<file path="config.mk">
export PLATFORM = sky130hd
export DESIGN_NAME = nco_voice_scheduler_flat
export DESIGN_NICKNAME = d
export VERILOG_FILES = /design/src/rtl/nco_voice_scheduler_if.sv /design/src/rtl/nco_voice_scheduler.sv /design/src/flat_wrapper.sv
export SDC_FILE = /design/constraint.sdc
export NUM_CORES = 1
export LEC_CHECK = 0
export CAP_MARGIN = 0
export CELL_PAD_IN_SITES_DETAIL_PLACEMENT = 0
export CELL_PAD_IN_SITES_GLOBAL_PLACEMENT = 1
export CORE_MARGIN = 2
export CORE_UTILIZATION = 48
export DETAILED_ROUTE_END_ITERATION = 8
export PLACE_DENSITY_LB_ADDON = 0.25
export SLEW_MARGIN = 0
export SYNTH_ARGS = -nofsm -noshare
export SYNTH_HDL_FRONTEND = slang
export SYNTH_SLANG_ARGS = --single-unit
</file>
<file path="constraint.sdc">
create_clock -name clk_100M -period 4.9 [get_ports clk_100M]
set_input_delay 0.49 -clock clk_100M [delete_from_list [all_inputs] [get_ports clk_100M]]
set_output_delay 0.49 -clock clk_100M [all_outputs]
set_load 0.01 [all_outputs]
</file>
<file path="src/rtl/nco_voice_scheduler_if.sv">
// nco_voice_scheduler_if: shared sine ROM read port (request/address out, data back ROM_LAT cycles later)
interface nco_voice_scheduler_if #(
  parameter int ADDR_W = 8,
  parameter int SAMPLE_W = 24
);
  logic rom_req;
  logic [ADDR_W-1:0] rom_addr;
  logic [SAMPLE_W-1:0] rom_data;
  modport master (output rom_req, rom_addr, input rom_data);
  modport slave (input rom_req, rom_addr, output rom_data);
endinterface

</file>
<file path="src/rtl/nco_voice_scheduler.sv">
// nco_voice_scheduler: steps NUM_VOICES NCO phase accumulators per 96 kHz tick through one shared sine ROM and mixes them.
// Define NCO_SAT_EN to saturate the full mix; otherwise the mix is scaled by 1/NUM_VOICES.
module nco_voice_scheduler #(
  parameter int NUM_VOICES = 4,
  parameter int ACC_W = 16,
  parameter int ADDR_W = 8,
  parameter int STEP_W = 16,
  parameter int SAMPLE_W = 24,
  parameter int ROM_LAT = 2
) (
  input  logic clk_100M,
  input  logic resetn,
  input  logic clk_96k,
  input  logic cfg_we,
  input  logic [$clog2(NUM_VOICES)-1:0] cfg_voice,
  input  logic cfg_enable,
  input  logic [STEP_W-1:0] cfg_step,
  input  logic [ADDR_W-1:0] cfg_phase,
  nco_voice_scheduler_if.master rom,
  output logic [SAMPLE_W-1:0] sample,
  output logic sample_valid,
  output logic busy,
  output logic overrun,
  output logic [$clog2(NUM_VOICES):0] active_voices
);
  localparam int VW = $clog2(NUM_VOICES);
  localparam int MW = SAMPLE_W + VW;
  localparam int CW = $clog2(NUM_VOICES + ROM_LAT);
  localparam logic [CW-1:0] LAST_V = CW'(NUM_VOICES - 1);
  localparam logic [CW-1:0] LAST_D = CW'(ROM_LAT - 1);
  typedef enum logic [1:0] {IDLE, ISSUE, DRAIN, OUTPUT} state_t;
  state_t state;
  logic q, qq, tick;
  logic [CW-1:0] cnt;
  logic [VW-1:0] v, nv;
  logic [NUM_VOICES-1:0] sh_en, en, n_en;
  logic [STEP_W-1:0] sh_step [NUM_VOICES];
  logic [STEP_W-1:0] step [NUM_VOICES];
  logic [STEP_W-1:0] n_step [NUM_VOICES];
  logic [ADDR_W-1:0] sh_phase [NUM_VOICES];
  logic [ADDR_W-1:0] phase [NUM_VOICES];
  logic [ADDR_W-1:0] n_phase [NUM_VOICES];
  logic [ACC_W-1:0] acc [NUM_VOICES];
  logic [ROM_LAT-1:0] vld;
  logic signed [MW-1:0] mix, mix_nxt, ret;
  logic [SAMPLE_W-1:0] mixed_out;
  logic issue_next;
  assign tick = q & ~qq;
  assign v = cnt[VW-1:0];
  assign nv = v + 1'b1;
  assign busy = state != IDLE;
  assign ret = MW'(signed'(rom.rom_data));
  assign mix_nxt = vld[ROM_LAT-1] ? mix + ret : mix;
  assign issue_next = cnt != LAST_V && en[nv];
  // Shadow view including a same-cycle write, so a write on the tick cycle joins that commit
  always_comb begin
    active_voices = '0;
    for (int i = 0; i < NUM_VOICES; i++) begin
      n_en[i] = cfg_we && cfg_voice == VW'(i) ? cfg_enable : sh_en[i];
      n_step[i] = cfg_we && cfg_voice == VW'(i) ? cfg_step : sh_step[i];
      n_phase[i] = cfg_we && cfg_voice == VW'(i) ? cfg_phase : sh_phase[i];
      active_voices = active_voices + (VW + 1)'(en[i]);
    end
  end
`ifdef NCO_SAT_EN
  localparam logic signed [MW-1:0] SMAX = {{(VW + 1){1'b0}}, {(SAMPLE_W - 1){1'b1}}};
  localparam logic signed [MW-1:0] SMIN = ~SMAX;
  assign mixed_out = mix_nxt > SMAX ? SAMPLE_W'(SMAX) : mix_nxt < SMIN ? SAMPLE_W'(SMIN) : SAMPLE_W'(mix_nxt);
`else
  assign mixed_out = SAMPLE_W'(mix_nxt >>> VW);
`endif
  // ROM request/address are registered one cycle ahead so they line up with the voice's ISSUE cycle
  always_ff @(posedge clk_100M) begin
    if (!resetn) begin
      state <= IDLE;
      q <= 1'b0;
      qq <= 1'b0;
      cnt <= '0;
      sh_en <= '0;
      en <= '0;
      vld <= '0;
      mix <= '0;
      sample <= '0;
      sample_valid <= 1'b0;
      overrun <= 1'b0;
      rom.rom_req <= 1'b0;
      rom.rom_addr <= '0;
      for (int i = 0; i < NUM_VOICES; i++) begin
        sh_step[i] <= '0;
        step[i] <= '0;
        sh_phase[i] <= '0;
        phase[i] <= '0;
        acc[i] <= '0;
      end
    end else begin
      q <= clk_96k;
      qq <= q;
      vld <= ROM_LAT'({vld, rom.rom_req});
      mix <= mix_nxt;
      sample_valid <= 1'b0;
      if (cfg_we) begin
        sh_en[cfg_voice] <= cfg_enable;
        sh_step[cfg_voice] <= cfg_step;
        sh_phase[cfg_voice] <= cfg_phase;
      end
      if (tick && busy) overrun <= 1'b1;
      case (state)
        IDLE: if (tick) begin
          en <= n_en;
          step <= n_step;
          phase <= n_phase;
          mix <= '0;
          cnt <= '0;
          rom.rom_req <= n_en[0];
          if (n_en[0]) rom.rom_addr <= acc[0][ACC_W-1 -: ADDR_W] + n_phase[0];
          state <= ISSUE;
        end
        ISSUE: begin
          acc[v] <= en[v] ? acc[v] + ACC_W'(step[v]) : '0;
          rom.rom_req <= issue_next;
          if (issue_next) rom.rom_addr <= acc[nv][ACC_W-1 -: ADDR_W] + phase[nv];
          cnt <= cnt == LAST_V ? '0 : cnt + 1'b1;
          state <= cnt == LAST_V ? DRAIN : ISSUE;
        end
        DRAIN: begin
          cnt <= cnt + 1'b1;
          if (cnt == LAST_D) begin
            sample <= mixed_out;
            sample_valid <= 1'b1;
            state <= OUTPUT;
          end
        end
        default: state <= IDLE;
      endcase
    end
  end
endmodule
</file>
<file path="src/flat_wrapper.sv">
// flat-port wrapper written by rule: the top's interface ports become plain ports
module nco_voice_scheduler_flat 
#(
  parameter int NUM_VOICES = 4,
  parameter int ACC_W = 16,
  parameter int ADDR_W = 8,
  parameter int STEP_W = 16,
  parameter int SAMPLE_W = 24,
  parameter int ROM_LAT = 2
)
  (clk_100M, resetn, clk_96k, cfg_we, cfg_voice, cfg_enable, cfg_step, cfg_phase, sample, sample_valid, busy, overrun, active_voices, rom_rom_req, rom_rom_addr, rom_rom_data);
  nco_voice_scheduler_if #(.ADDR_W(ADDR_W), .SAMPLE_W(SAMPLE_W)) rom_i ();
  input  logic clk_100M;
  input  logic resetn;
  input  logic clk_96k;
  input  logic cfg_we;
  input  logic [$clog2(NUM_VOICES)-1:0] cfg_voice;
  input  logic cfg_enable;
  input  logic [STEP_W-1:0] cfg_step;
  input  logic [ADDR_W-1:0] cfg_phase;
  output logic [SAMPLE_W-1:0] sample;
  output logic sample_valid;
  output logic busy;
  output logic overrun;
  output logic [$clog2(NUM_VOICES):0] active_voices;
  output wire logic [$bits(rom_i.rom_req)-1:0] rom_rom_req;
  output wire logic [$bits(rom_i.rom_addr)-1:0] rom_rom_addr;
  input wire logic [$bits(rom_i.rom_data)-1:0] rom_rom_data;
  assign rom_rom_req = rom_i.rom_req;
  assign rom_rom_addr = rom_i.rom_addr;
  assign rom_i.rom_data = rom_rom_data;
  nco_voice_scheduler #(.NUM_VOICES(NUM_VOICES), .ACC_W(ACC_W), .ADDR_W(ADDR_W), .STEP_W(STEP_W), .SAMPLE_W(SAMPLE_W), .ROM_LAT(ROM_LAT)) u_core (.clk_100M(clk_100M), .resetn(resetn), .clk_96k(clk_96k), .cfg_we(cfg_we), .cfg_voice(cfg_voice), .cfg_enable(cfg_enable), .cfg_step(cfg_step), .cfg_phase(cfg_phase), .rom(rom_i), .sample(sample), .sample_valid(sample_valid), .busy(busy), .overrun(overrun), .active_voices(active_voices));
endmodule
</file>
-- Word level (Yosys, flattened, before mapping)
Memories as Yosys holds them, arrays and structs flattened. A register that Yosys moved wholly into a read port is not among the register bits.
Cells that the tools add are included.
Widths: inputs -> output; s select.
- add/subtract/negate cells: 9
- reduce and logical (&&, ||, !) cells: 29
- bitwise gates (word level): 4
- muxes and demuxes: 54
- $lt $le $gt $ge: 6
- equality and inequality tests: 12
- operators by type and width (operator ; number):
    $mux 16 ; 5
    $mux 26 ; 3
    $mux 8 ; 7
    $bmux 16 s2 ; 1
    $reduce_or 16->1 ; 2
    $add 26x24->26 ; 1
    $mux 1 ; 19
    $add 16x16->16 ; 1
    $add 8x8->8 ; 2
    $bmux 8 s2 ; 1
    $mux 2 ; 8
    $pmux 8 s2 ; 1
    $reduce_and 2->1 ; 6
    $lt 2x3->1 const B ; 3
    $pmux 3 s3 ; 1
    $ne 2x1->1 const B ; 4
    $reduce_or 8->1 ; 1
    $logic_and 1x1->1 ; 7
    $logic_not 1->1 ; 7
    $add 3x1->3 ; 2
    $eq 2x2->1 const B ; 3
    $ge 3x3->1 const B ; 2
    $mux 3 ; 2
    $not 2->3 ; 2
    other kinds (19) ; 23
- flip-flop bits (word level): 86
- bits in writable memories: 160
- output and inout bits: 39
- memories: 3
- memory list (name ; depth ; width ; rd ports ; clocked after memory_dff ; wr ports ; line ; RTL):
    u_core.acc ; 4 ; 16 ; 3 ; 1 ; 4 ; nco_voice_scheduler.sv:43 ; logic [ACC_W-1:0] acc [NUM_VOICES];
    u_core.sh_step ; 4 ; 16 ; 4 ; 4 ; 4 ; nco_voice_scheduler.sv:37 ; logic [STEP_W-1:0] sh_step [NUM_VOICES];
    u_core.sh_phase ; 4 ; 8 ; 4 ; 3 ; 4 ; nco_voice_scheduler.sv:40 ; logic [ADDR_W-1:0] sh_phase [NUM_VOICES];

-- Depth between registers and ports, before layout
- depth in word-level cells: 8
- gate-level depth with buffers: 16
- gate-level depth less buffers: 13

-- Least setup slack after synthesis
No wires, ideal clock.
- path kind: register to register
- from: register u_core.cnt[0]
- to: memory u_core.acc[0][14], data pin
- path buffers: 3
- period minus slack after synthesis: 4151 ps
- arrival: 3885 ps
- path slack: 749 ps
- stages on the path, launching flop included: 14
- required time: 4634 ps
- cell sequence: dfxtp_1 -> buf_4 -> buf_1 -> clkbuf_1 -> mux4_2 -> ha_1 -> fa_1 -> a211oi_2 -> o21bai_1 -> a211o_1 -> a2111oi_4 -> nor2_1 -> a311oi_2 -> nor2_1
- RTL lines (item ; line ; RTL):
    start, declared ; nco_voice_scheduler.sv:34 ; logic [CW-1:0] cnt;
    start signal, assigned ; nco_voice_scheduler.sv:122 ; cnt <= cnt == LAST_V ? '0 : cnt + 1'b1;
    start signal, assigned ; nco_voice_scheduler.sv:126 ; cnt <= cnt + 1'b1;
    end, declared ; nco_voice_scheduler.sv:43 ;

==> reports/qor.yml <==
powerDensity_nw_per_um2: 354
worst-r2r-setup-slack_ps: 840
fmax_ghz: 0.246
wirelength_mm: 45.2
worstHoldPathType: "input port to register"
cts_sinks: 336
p_int_mw: 5.08
netlist_instances: 1657
r2r-end: "u_core.acc[2][14]"
crit_path_end_kind: "register"
hold_viol_final: 0
async_flop_share_pct: 0
io_pins: 94
vias: 12900
relSlewSlack_pct: 34.3
fp.dieH_um: 190
finalMaxSlewViolations: 0
p_total_mw: 6.78
grt_use_met3_pct: 4.09
grt_max_degree: 101
worst_path_max_delay_cell: "dfxtp_1"
drive_gt1_share_pct: 9.39
synth_area_leaders: "edfxtp_1 (29%), dfxtp_1 (21%), mux4_2 (6.6%)"
worstRegToRegCells: 10
pwr-share-comb_pct: 12.0
start_util_pct: 48.6
yosys_warnings: 0
ys_seq_area_share_pct: 49.9
dieWidth_um: 190
postCtsSetupBuffers: 0
first_pass_iters: 5
path_clk_slew_ps: 60
coreArea_sq_um: 34400
drc: 0
clockRootBuffer: "clkbuf_16"
synth_most_common_cell: "nor2_1"
area_growth_syn_to_layout_pct: 14.8
ys_types: 76
drt_iter0_drc: 910
grt_use_met1_pct: 32.0
crit_arrival_ps: 4320
place.detailed.hpwl_mm: 30.4
insertion_delay_ps: 530
hold_slack_ps: 407
cp_common_cell: "nor2_1"
ys_seq_elements: 336
placed_cells: 2123
antennaDiodeCount: 0
syn_area_sq_um: 16700
syn_nets: 1781
status: "complete, no violations"
cts_resized: 0
rows: 68
slowest_delay_ps: 760
skew_ps: 14.4
crit_required_ps: 5160
drv_cap: 0
cp_num_buf_inv: 0
power_frac_seq_pct: 47.0
io_buffer_count: 93
gp_congestion: 0.883
fillers: 3070
yosysTopAreaCell: "edfxtp_1"
p_sw_mw: 1.69
min_period_ps: 4060
cp_top_family: "compound AO/OA/AOI/OAI gates"
vdd_drop_max_mv: 0.264
fin_cells: 2190
grt_first_pass_wirelength_mm: 70.8
power_frac_clock_pct: 41.0
tns_ps: 0
hold_depth: 3
min-delay-start: "resetn"
path_cells: "mux4_2 > ha_1 > fa_1 > a211oi_2 > o21bai_1 > a211o_1 > a2111oi_4 > nor2_1 > a311oi_2 > nor2_1"
cts_buffer_depth: 3
nets: 1831
synth_edf_count: 160
cts_tree: "built"
first_global_vias: 12800
grt_overflow: 0
rsz0062_at_grt: "false"
p_leak_nw: 7.29
track_usage_pct: 25.3
grt_most_used_layer: "met2"
period_share_pct: 82.8
synth_ff_type: "dfxtp_1"
swShare_pct: 25.0
tightest_slew_ps: 983
crit_fanout: 10
cts_hold_buffers: 0
grtUsageMet2_pct: 42.4
r2r_start: "u_core.cnt[1]"
cp-start-kind: "register"
critPathKind: "register to register"
whs_endpoint: "u_core.rom.rom_addr[6]"
viasPerCell: 5.87
synth_top_area_share_pct: 28.8
die_area_sq_um: 36300
cts.htree.levels: 2
setup_viol: 0
antenna_found_initial: 0
synth_common_cells: "nor2_1 (210), a21oi_1 (191), dfxtp_1 (176), edfxtp_1 (160), o21ai_0 (141)"
cts_buffers: 37
final_util_pct: 55.7
drtAntennaViolNets: 0
wl_per_cell_um: 20.7
synth_area_per_cell_sq_um: 10.1
logic make-up after synthesis:
group	after synthesis	share of synthesized area [%]
AOI/OAI and AO/OA	492	17.7
xor gates and xnor gates	34	1.78
adders and majority gates	69	5.40
buffers and inverters	173	4.12
DFF	336	49.9
muxes	74	8.22
and+or+nand+nor	479	12.8
cells in the final DEF (no fill, tap or decap), drive strengths merged, types with 29 or more instances in the layout:
cell type and n:
inv 64, clkdlybuf4s50 92, nor3 29, nand2 118, dfxtp 176, o211ai 36
a21oi 194, ha 64, mux4 49, clkbuf 55, nor2 211, edfxtp 160
o21ai 142
how the worst max path moves through the flow:
| stage | depth (start not counted) | start | endpoint | slack [ps] |
|---|---|---|---|---|
| after detailed placement | 10 | u_core.cnt[1] | u_core.acc[2][14] | 850 |
| after floorplan | 13 | u_core.cnt[0] | u_core.acc[0][14] | 750 |
| after global placement | 10 | u_core.cnt[1] | u_core.acc[2][14] | 940 |
| after CTS | 10 | u_core.cnt[1] | u_core.acc[2][14] | 850 |
| final | 10 | u_core.cnt[1] | u_core.acc[2][14] | 840 |
| after global routing | 12 | u_core.cnt[1] | u_core.rom.rom_addr[7] | 560 |
tightest hold or removal path: cells and delay by family:
| family | cells | cell delay [ps] |
|---|---|---|
| buffers and inverters | 1 | 230 |
| AO/OA/AOI/OAI | 2 | 160 |
flip-flops by register name (all words and copies together), names as in the netlist, 4 cells and up, named ones only:
signal and cells:
u_core.acc 64, u_core.sh_step 64, u_core.step 64, u_core.phase 32, u_core.sh_phase 32, u_core.mix 26
u_core.sample 24, u_core.rom.rom_addr 8, u_core.en 4, u_core.sh_en 4
power groups by stage:
stage | Sequential (mW) | Combinational (mW) | Clock, mW
after floorplan | 3.21 | 0.555 | 0
after global placement | 3.24 | 0.799 | 0
after global routing | 3.20 | 0.898 | 2.95
after CTS | 3.19 | 0.813 | 2.84
final | 3.19 | 0.812 | 2.78
after detailed placement | 3.25 | 0.809 | 0
routing by layer:
metal	vias to the layer above	wire length [um]
li1	6178	-
met1	6223	19400
met2	363	21400
met3	94	2400
met4	0	2030
met5	-	0
per-stage QoR:
| stage | cell area [sq um] | worst slack (ps) |
|---|---|---|
| 2_1_floorplan | 16700 | 749 |
| 3_3_place_gp | 18000 | 938 |
| 3_5_place_dp | 18000 | 855 |
| 4_1_cts | 19200 | 850 |
| 5_1_grt | 19200 | 564 |
| 6_report | 19200 | 843 |
layout make-up:
cell class / instances / area [sq um] / area share (%)
clock buffer: 55 / 1050 / 5.50
tap: 455 / 569 / 2.97
inverter: 64 / 240 / 1.25
multi-input combinational: 1148 / 7690 / 40.1
clock inverter: 12 / 148 / 0.770
sequential: 336 / 8330 / 43.5
timing repair buffer: 120 / 1130 / 5.90
Power figures use the tool's default switching activity.
